File: config.mk
export PLATFORM = sky130hd
export DESIGN_NAME = datapath_mc
export DESIGN_NICKNAME = d
export VERILOG_FILES = /design/src/rtl/datapath_mc.sv
export SDC_FILE = /design/constraint.sdc
export NUM_CORES = 1
export LEC_CHECK = 0
export CAP_MARGIN = 20
export CORE_MARGIN = 4
export CORE_UTILIZATION = 61
export CTS_BUF_LIST = sky130_fd_sc_hd__clkbuf_4
export DETAILED_ROUTE_END_ITERATION = 8
export DONT_BUFFER_PORTS = 1
export PLACE_DENSITY_LB_ADDON = 0.25
export SETUP_SLACK_MARGIN = 0.15
export SLEW_MARGIN = 5
export SYNTH_ARGS = -nofsm -noshare
export SYNTH_HDL_FRONTEND = slang
export SYNTH_SLANG_ARGS = --single-unit
File: constraint.sdc
create_clock -name clk -period 7.7 [get_ports clk]
set_clock_uncertainty 0.05 [all_clocks]
set_input_delay 1.54 -clock clk [delete_from_list [all_inputs] [get_ports clk]]
set_output_delay 1.54 -clock clk [all_outputs]
set_load 0.01 [all_outputs]
File: src/rtl/datapath_mc.sv
// Multi-cycle 5-state datapath: 32-entry register file, ALU, addi, halt.
// Build option DATAPATH_MC_BRANCH_EN adds beq (opcode 0x04) and j (opcode 0x02).
module datapath_mc #(
   parameter int N      = 8,
   parameter int ADDR_W = 8
) (
   input  logic              clk,
   input  logic              rst,
   input  logic              en,
   input  logic [31:0]       instr_data,
   output logic [ADDR_W-1:0] pc,
   input  logic [4:0]        dbg_ra,
   output logic [N-1:0]      dbg_rd,
   output logic [N-1:0]      alu_out,
   output logic              zero,
   output logic [2:0]        state,
   output logic              halted
);

   // state    | meaning
   // S_FETCH  | latch instruction, advance pc
   // S_DECODE | read operands A/B from register file
   // S_EXEC   | compute ALU result, resolve branch/halt/NOP
   // S_WB     | write alu_out to destination register
   // S_HALT   | stopped until reset
   typedef enum logic [2:0] {
      S_FETCH  = 3'd0,
      S_DECODE = 3'd1,
      S_EXEC   = 3'd2,
      S_WB     = 3'd3,
      S_HALT   = 3'd4
   } state_t;

   localparam logic [5:0] OP_RTYPE = 6'h00;
   localparam logic [5:0] OP_ADDI  = 6'h08;
   localparam logic [5:0] OP_HALT  = 6'h3F;

   state_t              state_q, state_d;
   logic [31:0]         ir;
   logic [N-1:0]        a_q, b_q, alu_q;
   logic [N-1:0]        regs [32];
   logic [ADDR_W-1:0]   pc_q;

   logic [5:0]          op, funct;
   logic [N-1:0]        imm_n, alu_res;
   logic                alu_valid;
   logic [4:0]          wb_dst;
   logic                branch_ld;
   logic [ADDR_W-1:0]   branch_tgt;
   logic                unused_shamt;

   assign op           = ir[31:26];
   assign funct        = ir[5:0];
   assign imm_n        = N'($signed(ir[15:0]));
   assign wb_dst       = (op == OP_RTYPE) ? ir[15:11] : ir[20:16];
   assign unused_shamt = ^ir[10:6];

   always_comb begin
      alu_valid = 1'b0;
      alu_res   = alu_q;
      case (op)
         OP_RTYPE: begin
            alu_valid = 1'b1;
            case (funct)
               6'h20:   alu_res = a_q + b_q;
               6'h22:   alu_res = a_q - b_q;
               6'h24:   alu_res = a_q & b_q;
               6'h25:   alu_res = a_q | b_q;
               6'h2A:   alu_res = ($signed(a_q) < $signed(b_q)) ? N'(1) : '0;
               default: alu_valid = 1'b0;
            endcase
         end
         OP_ADDI: begin
            alu_valid = 1'b1;
            alu_res   = a_q + imm_n;
         end
         default: alu_valid = 1'b0;
      endcase
   end

`ifdef DATAPATH_MC_BRANCH_EN
   // pc already points past the branch when the offset is applied
   always_comb begin
      branch_ld  = ((op == 6'h04) && (a_q == b_q)) || (op == 6'h02);
      branch_tgt = (op == 6'h02) ? ir[ADDR_W-1:0]
                                 : pc_q + ADDR_W'($signed(ir[15:0]));
   end
`else
   always_comb begin
      branch_ld  = 1'b0;
      branch_tgt = pc_q;
   end
`endif

   always_comb begin
      state_d = state_q;
      case (state_q)
         S_FETCH:  state_d = S_DECODE;
         S_DECODE: state_d = S_EXEC;
         S_EXEC: begin
            if (op == OP_HALT)  state_d = S_HALT;
            else if (alu_valid) state_d = S_WB;
            else                state_d = S_FETCH;
         end
         S_WB:     state_d = S_FETCH;
         S_HALT:   state_d = S_HALT;
         default:  state_d = S_FETCH;
      endcase
   end

   always_ff @(posedge clk) begin
      if (rst)     state_q <= S_FETCH;
      else if (en) state_q <= state_d;
   end

   always_ff @(posedge clk) begin
      if (rst) begin
         ir    <= '0;
         pc_q  <= '0;
         a_q   <= '0;
         b_q   <= '0;
         alu_q <= '0;
         for (int i = 0; i < 32; i++) regs[i] <= '0;
      end else if (en) begin
         case (state_q)
            S_FETCH: begin
               ir   <= instr_data;
               pc_q <= pc_q + ADDR_W'(1);
            end
            S_DECODE: begin
               a_q <= regs[ir[25:21]];
               b_q <= regs[ir[20:16]];
            end
            S_EXEC: begin
               if (alu_valid) alu_q <= alu_res;
               if (branch_ld) pc_q  <= branch_tgt;
            end
            S_WB: begin
               if (wb_dst != 5'd0) regs[wb_dst] <= alu_q;
            end
            default: ;
         endcase
      end
   end

   assign pc      = pc_q;
   assign dbg_rd  = (dbg_ra == 5'd0) ? '0 : regs[dbg_ra];
   assign alu_out = alu_q;
   assign zero    = (alu_q == '0);
   assign state   = state_q;
   assign halted  = (state_q == S_HALT);

endmodule

* After elaboration in Yosys (flattened, before gate mapping)
Memory sizes are Yosys's and may differ from the RTL's. A register that Yosys moved wholly into a read port is not among the register bits.
Index checks and enable logic that the tools add are counted.
** Word-level totals
- Register bits after elaboration :: 51
- Bits in writable memories :: 256
- Input bits :: 40
- Output and inout port bits :: 29
- Word-level logic and storage cells :: 55
- Memories kept :: 1
** Memory list
- regs :: depth 32, bits a word 8, rd ports 3, clocked after memory_dff 2, write ports 32, line 41 : logic [N-1:0] regs [32];
** Cells by class
- Add/subtract/negate cells :: 4
- $lt $le $gt $ge :: 1
- Equality and inequality tests :: 12
- Muxes and demuxes :: 20
- Bitwise gates (word level) :: 2
- Reductions and logical operators :: 11
** Operators with widths (count)
- $pmux 8 s5 :: 1
- $eq 6x6->1 const B :: 6
- $add 8x8->8 :: 2
- $mux 8 :: 2
- $pmux 8 s2 :: 1
- $pmux 3 s4 :: 1
- $mux 1 :: 10
- $mux 5 :: 2
- $add 8x1->8 const B :: 1
- $and 8x8->8 :: 1
- $logic_not 8->1 :: 1
- $lt 8x8->1 :: 1
- $or 8x8->8 :: 1
- $reduce_or 8->1 :: 1
- $sub 8x8->8 :: 1
- $eq 3x2->1 const B :: 2
- $eq 6x4->1 const B :: 1
- $logic_not 6->1 :: 1
- $ne 6x1->1 const B :: 1
- $logic_not 5->1 :: 1
- $reduce_and 5->1 :: 1
- $reduce_bool 5->1 :: 1
- $reduce_or 5->1 :: 1
- $reduce_and 2->1 :: 2
- other kinds (7) :: 7

* Depth between registers and ports, before layout
- Depth after elaboration :: 10
- Depth in mapped cells :: 9
- Gate-level depth less buffers :: 9

* Least setup slack after synthesis
OpenSTA, ideal clock, no wires.
- Kind :: input-to-output
- From :: in dbg_ra[0]
- To :: out dbg_rd[0]
- Arrival time :: 3242 ps
- Data required time :: 6110 ps
- Slack :: 2868 ps
- Stages :: 6
- Path buffers :: 2
- Cells stage by stage :: buf_2 -> buf_2 -> mux4_2 -> mux4_2 -> nand2_1 -> o21ai_0
** Between the ends
- Longest elaborated chain between the ends :: 2
- Elaborated cells between the ends (all ways) :: 3
- Those cells by class :: 1 x mux; 1 x reduce/logical; 1 x memory
** Ends and longest elaborated chain
- start: declaration :: line 12 : input logic [4:0] dbg_ra,
- $mem_v2 32x8 / $logic_not 5->1 (equally long branches)
- $mux 8 * :: line 147 : assign dbg_rd = (dbg_ra == 5'd0) ? '0 : regs[dbg_ra];
- end: declaration :: line 13 : output logic [N-1:0] dbg_rd,
Every way passes the cells marked *; elsewhere a longest branch is shown, timed or not.

* Worst setup path in the final report
Same ends and word-level chain as after synthesis.

==> key figures <==
Outcome
  • Run status: finished, final reports clean

Final layout
  • Number of nets in the layout: ~1,600
  • Design Area, Final: approximately 21,000 um^2
  • Post-route insts no fill: 2,000
  • Area delta synth->final: 7.63%
  • Combined area of the multi-input logic cells: a little over 10,000 um^2
  • Storage cell area: about 9000 um^2
  • Layout cells sized above 1: between 20% and 30%
  • Layout filler cell count: 2,242

Drt
  • Number of DRC violations after detailed routing: 0
  • Number of detailed-route iterations in the first pass: 7
  • Routed len/inst: between 20 and 30 um
  • Post-DRT Antenna Nets: 0
  • Sum of routed wire length over all layers: 57.6 mm
  • Vias post-DR: ~14,000
  • Violation count after the first detailed-routing iteration: roughly 2,000
  • Vias per Instance: 6.98

Pwr
  • Static power due to leakage: 0.00723 uW
  • Sum of internal, switching and leakage power: roughly 4200 uW
  • Peak supply drop: 0.000115 V
  • P per Cell Area: 198 nW/um^2

Floorplan
  • Row cnt: 65
  • Starting utilization of the core area: approximately 62%
  • Die outline width: around 190 um
  • Core region area: ~32,000 um^2
  • Die height: between 150 and 200 um
  • Boundary pin count: ~70
  • Die area: between 30,000 and 40,000 um^2

CTS
  • Clock tree buffer depth: 3
  • Max H-tree Level: 3
  • TritonCTS clock tree: done
  • Number of buffers added to fix hold violations after cts: 0
  • Clock insertion delay at the later pin of the skew report: roughly 810 ps
  • Clock tree root driver cell: clkbuf_4
  • Clk pin slew, worst setup/hold paths: around 60 ps
  • Total clock buffers created by CTS: between 80 and 90
  • Post-CTS resize count: 0
  • Number of setup buffers added after CTS: 0
  • CTS Sinks: between 300 and 400

Synthesis
  • Most area-hungry cell type in the Yosys netlist: edfxtp_1
  • Fraction of post-synthesis cell area in the top cell type by area: about two fifths
  • Average cell area after synthesis: ~13 um^2
  • Seq cells post-synth: 320
  • Most frequent cells after synthesis: edfxtp_1 (256), mux4_2 (240), and2_1 (193)
  • Synth Flop Type: edfxtp_1
  • Most numerous cell in the Yosys netlist: edfxtp_1
  • Sequential-to-total area share from yosys stat: between 40% and 50%
  • Cell types occupying the most area after synthesis: edfxtp_1 (39%), mux4_2 (27%), dfxtp_1 (6.5%), and2_1 (6.1%), ha_1 (2.0%)
  • Post-synth design cell area: roughly 20,000 um^2
  • Synth Warn #: 0
  • Post-Synthesis Cells: 1,486
  • Number of synthesized flops with an enable pin: approximately 260
  • Ys async rst share: 0%
  • Unique masters post-synth: 74

Placement
  • Final HPWL from detailed placement: between 30 and 40 mm
  • Cell area after placement: roughly 20,000 um^2
  • Number of buffer cells added on primary ports: 0
  • Placed cells: 1,828
  • RePlAce Congestion: between 0.9 and 1

GRT
  • First-pass GRT wire length: 86.1 mm
  • Vias in the first global route: between 10,000 and 15,000
  • Pin count of the biggest net entering global routing: 90
  • Global-route congestion overflow total: 0
  • Initial antenna violation count: 4
  • Global-route usage over all layers: between 30% and 40%

Timing
  • Transition time of the tightest slew-check pin: between 1000 and 1500 ps
  • Highest attainable clock frequency: 214 MHz
  • Unrepaired setup endpoints after global routing: no
  • Final TNS setup: 0 ps
  • Tcrit/Tclk final: between 60% and 70%
  • Slew HR: a little under a quarter
  • Count of final max-slew check failures: 0
  • Final hold violation count: 0
  • Final Critical Period: between 4000 and 5000 ps
  • Final setup violation count: 0

Critical path
  • Arrival time reported for the critical path endpoint: between 3000 and 4000 ps
  • Critical-path maximum fanout: 65
  • Critical path endpoint category: output pin
  • Type of origin of the critical path: input port
  • Setup slack on the worst flop-to-flop path: approximately 4300 ps
  • Critical path required time: 6110 ps
  • Category of the critical setup timing path: in2out

Job
  • # Max-Cap Violations: 0

Worst hold path
  • Classification of the worst-slack hold path: reg2reg
==> worst max-delay path: stages <==
cell and delay (ps):
mux4_2 570, mux4_2 470, inv_1 150, o21ai_0 280
==> registers in the layout, indices dropped and copies added (netlist names) <==
register	cells
b_q	8
state	3
alu_out	8
pc	8
regs	256
ir	29
a_q	8
==> power breakdown <==
part	total (uW)	switching, uW	leakage (uW)	internal, uW
combinational	612	323	0.00339	289
clock	1600	749	0.000671	854
sequential	2020	91.3	0.00316	1930
==> cells by family after synthesis <==
logic type	after synthesis	synth area share, %
AO/OA/AOI/OAI	164	5.57
other	1	0.0189
flip-flops	320	45.2
adder cells (fa/ha/maj)	35	2.32
AND/OR/NAND/NOR	520	14.5
XOR/XNOR	13	0.574
buffers and inverters	172	3.55
multiplexers	261	28.3
==> cell type report <==
| type | instances | share of cell area, % |
|---|---|---|
| clock inverter | 34 | 1.18 |
| antenna | 5 | 0.0586 |
| tap | 435 | 2.55 |
| sequential | 320 | 42.0 |
| inverter | 40 | 0.703 |
| timing repair buffer | 46 | 1.51 |
| clock buffer | 119 | 4.18 |
| multi-input combinational | 1001 | 47.8 |
==> per-stage QoR <==
step | util (%) | setup WS [ps] | hold WS (ps)
after global routing | 67.2 | 3050 | 448
final | 67.2 | 3030 | 426
after floorplan | - | 2870 | 391
after global placement | 63.3 | 3170 | 408
after detailed placement | 63.3 | 3150 | 417
after CTS | 66.9 | 3140 | 427
==> per-layer routing <==
metal | track usage [%] | up-vias | routed length [um]
met5 | 0 | - | 26
met4 | 16.4 | 4 | 3260
met3 | 9.56 | 176 | 7720
met2 | 49.0 | 1062 | 26100
met1 | 44.7 | 6852 | 20500
li1 | - | 5870 | -
==> path summary, 6_finish.rpt <==
path	startpoint	endpoint	depth (start not counted)
worst max-delay path	dbg_ra[0]	dbg_rd[0]	4
worst min-delay path	ir[7]$_SDFFE_PP0P_	ir[7]$_SDFFE_PP0P_	2
worst max register to register	ir[31]$_SDFFE_PP0P_	regs[20][2]$_SDFFCE_PN0P_	6
worst min register to register	ir[7]$_SDFFE_PP0P_	ir[7]$_SDFFE_PP0P_	2
==> cells in the final DEF (no fill, tap or decap), types with 5 or more instances in the layout <==
master    instances
edfxtp_1        256
mux4_2          240
and2_1          193
clkbuf_4        120
nand2_1          87
nor2_1           68
dfxtp_1          60
nor3_1           52
a21oi_1          46
inv_1            40
o21ai_0          37
ha_1             32
buf_4            32
nor4_1           28
a211oi_1         23
clkinv_1         22
mux2i_1          19
nand3_1          12
nand2b_1         12
or2_1             9
xor2_1            9
buf_2             9
or2_2             8
conb_1            8
and3_1            7
diode_2           5
nor3b_1           5
nor2b_1           5
nor4b_1           5
o21ai_1           5
o21a_1            5
a221oi_1          5
Note: power is estimated with default switching activity, not from simulation.
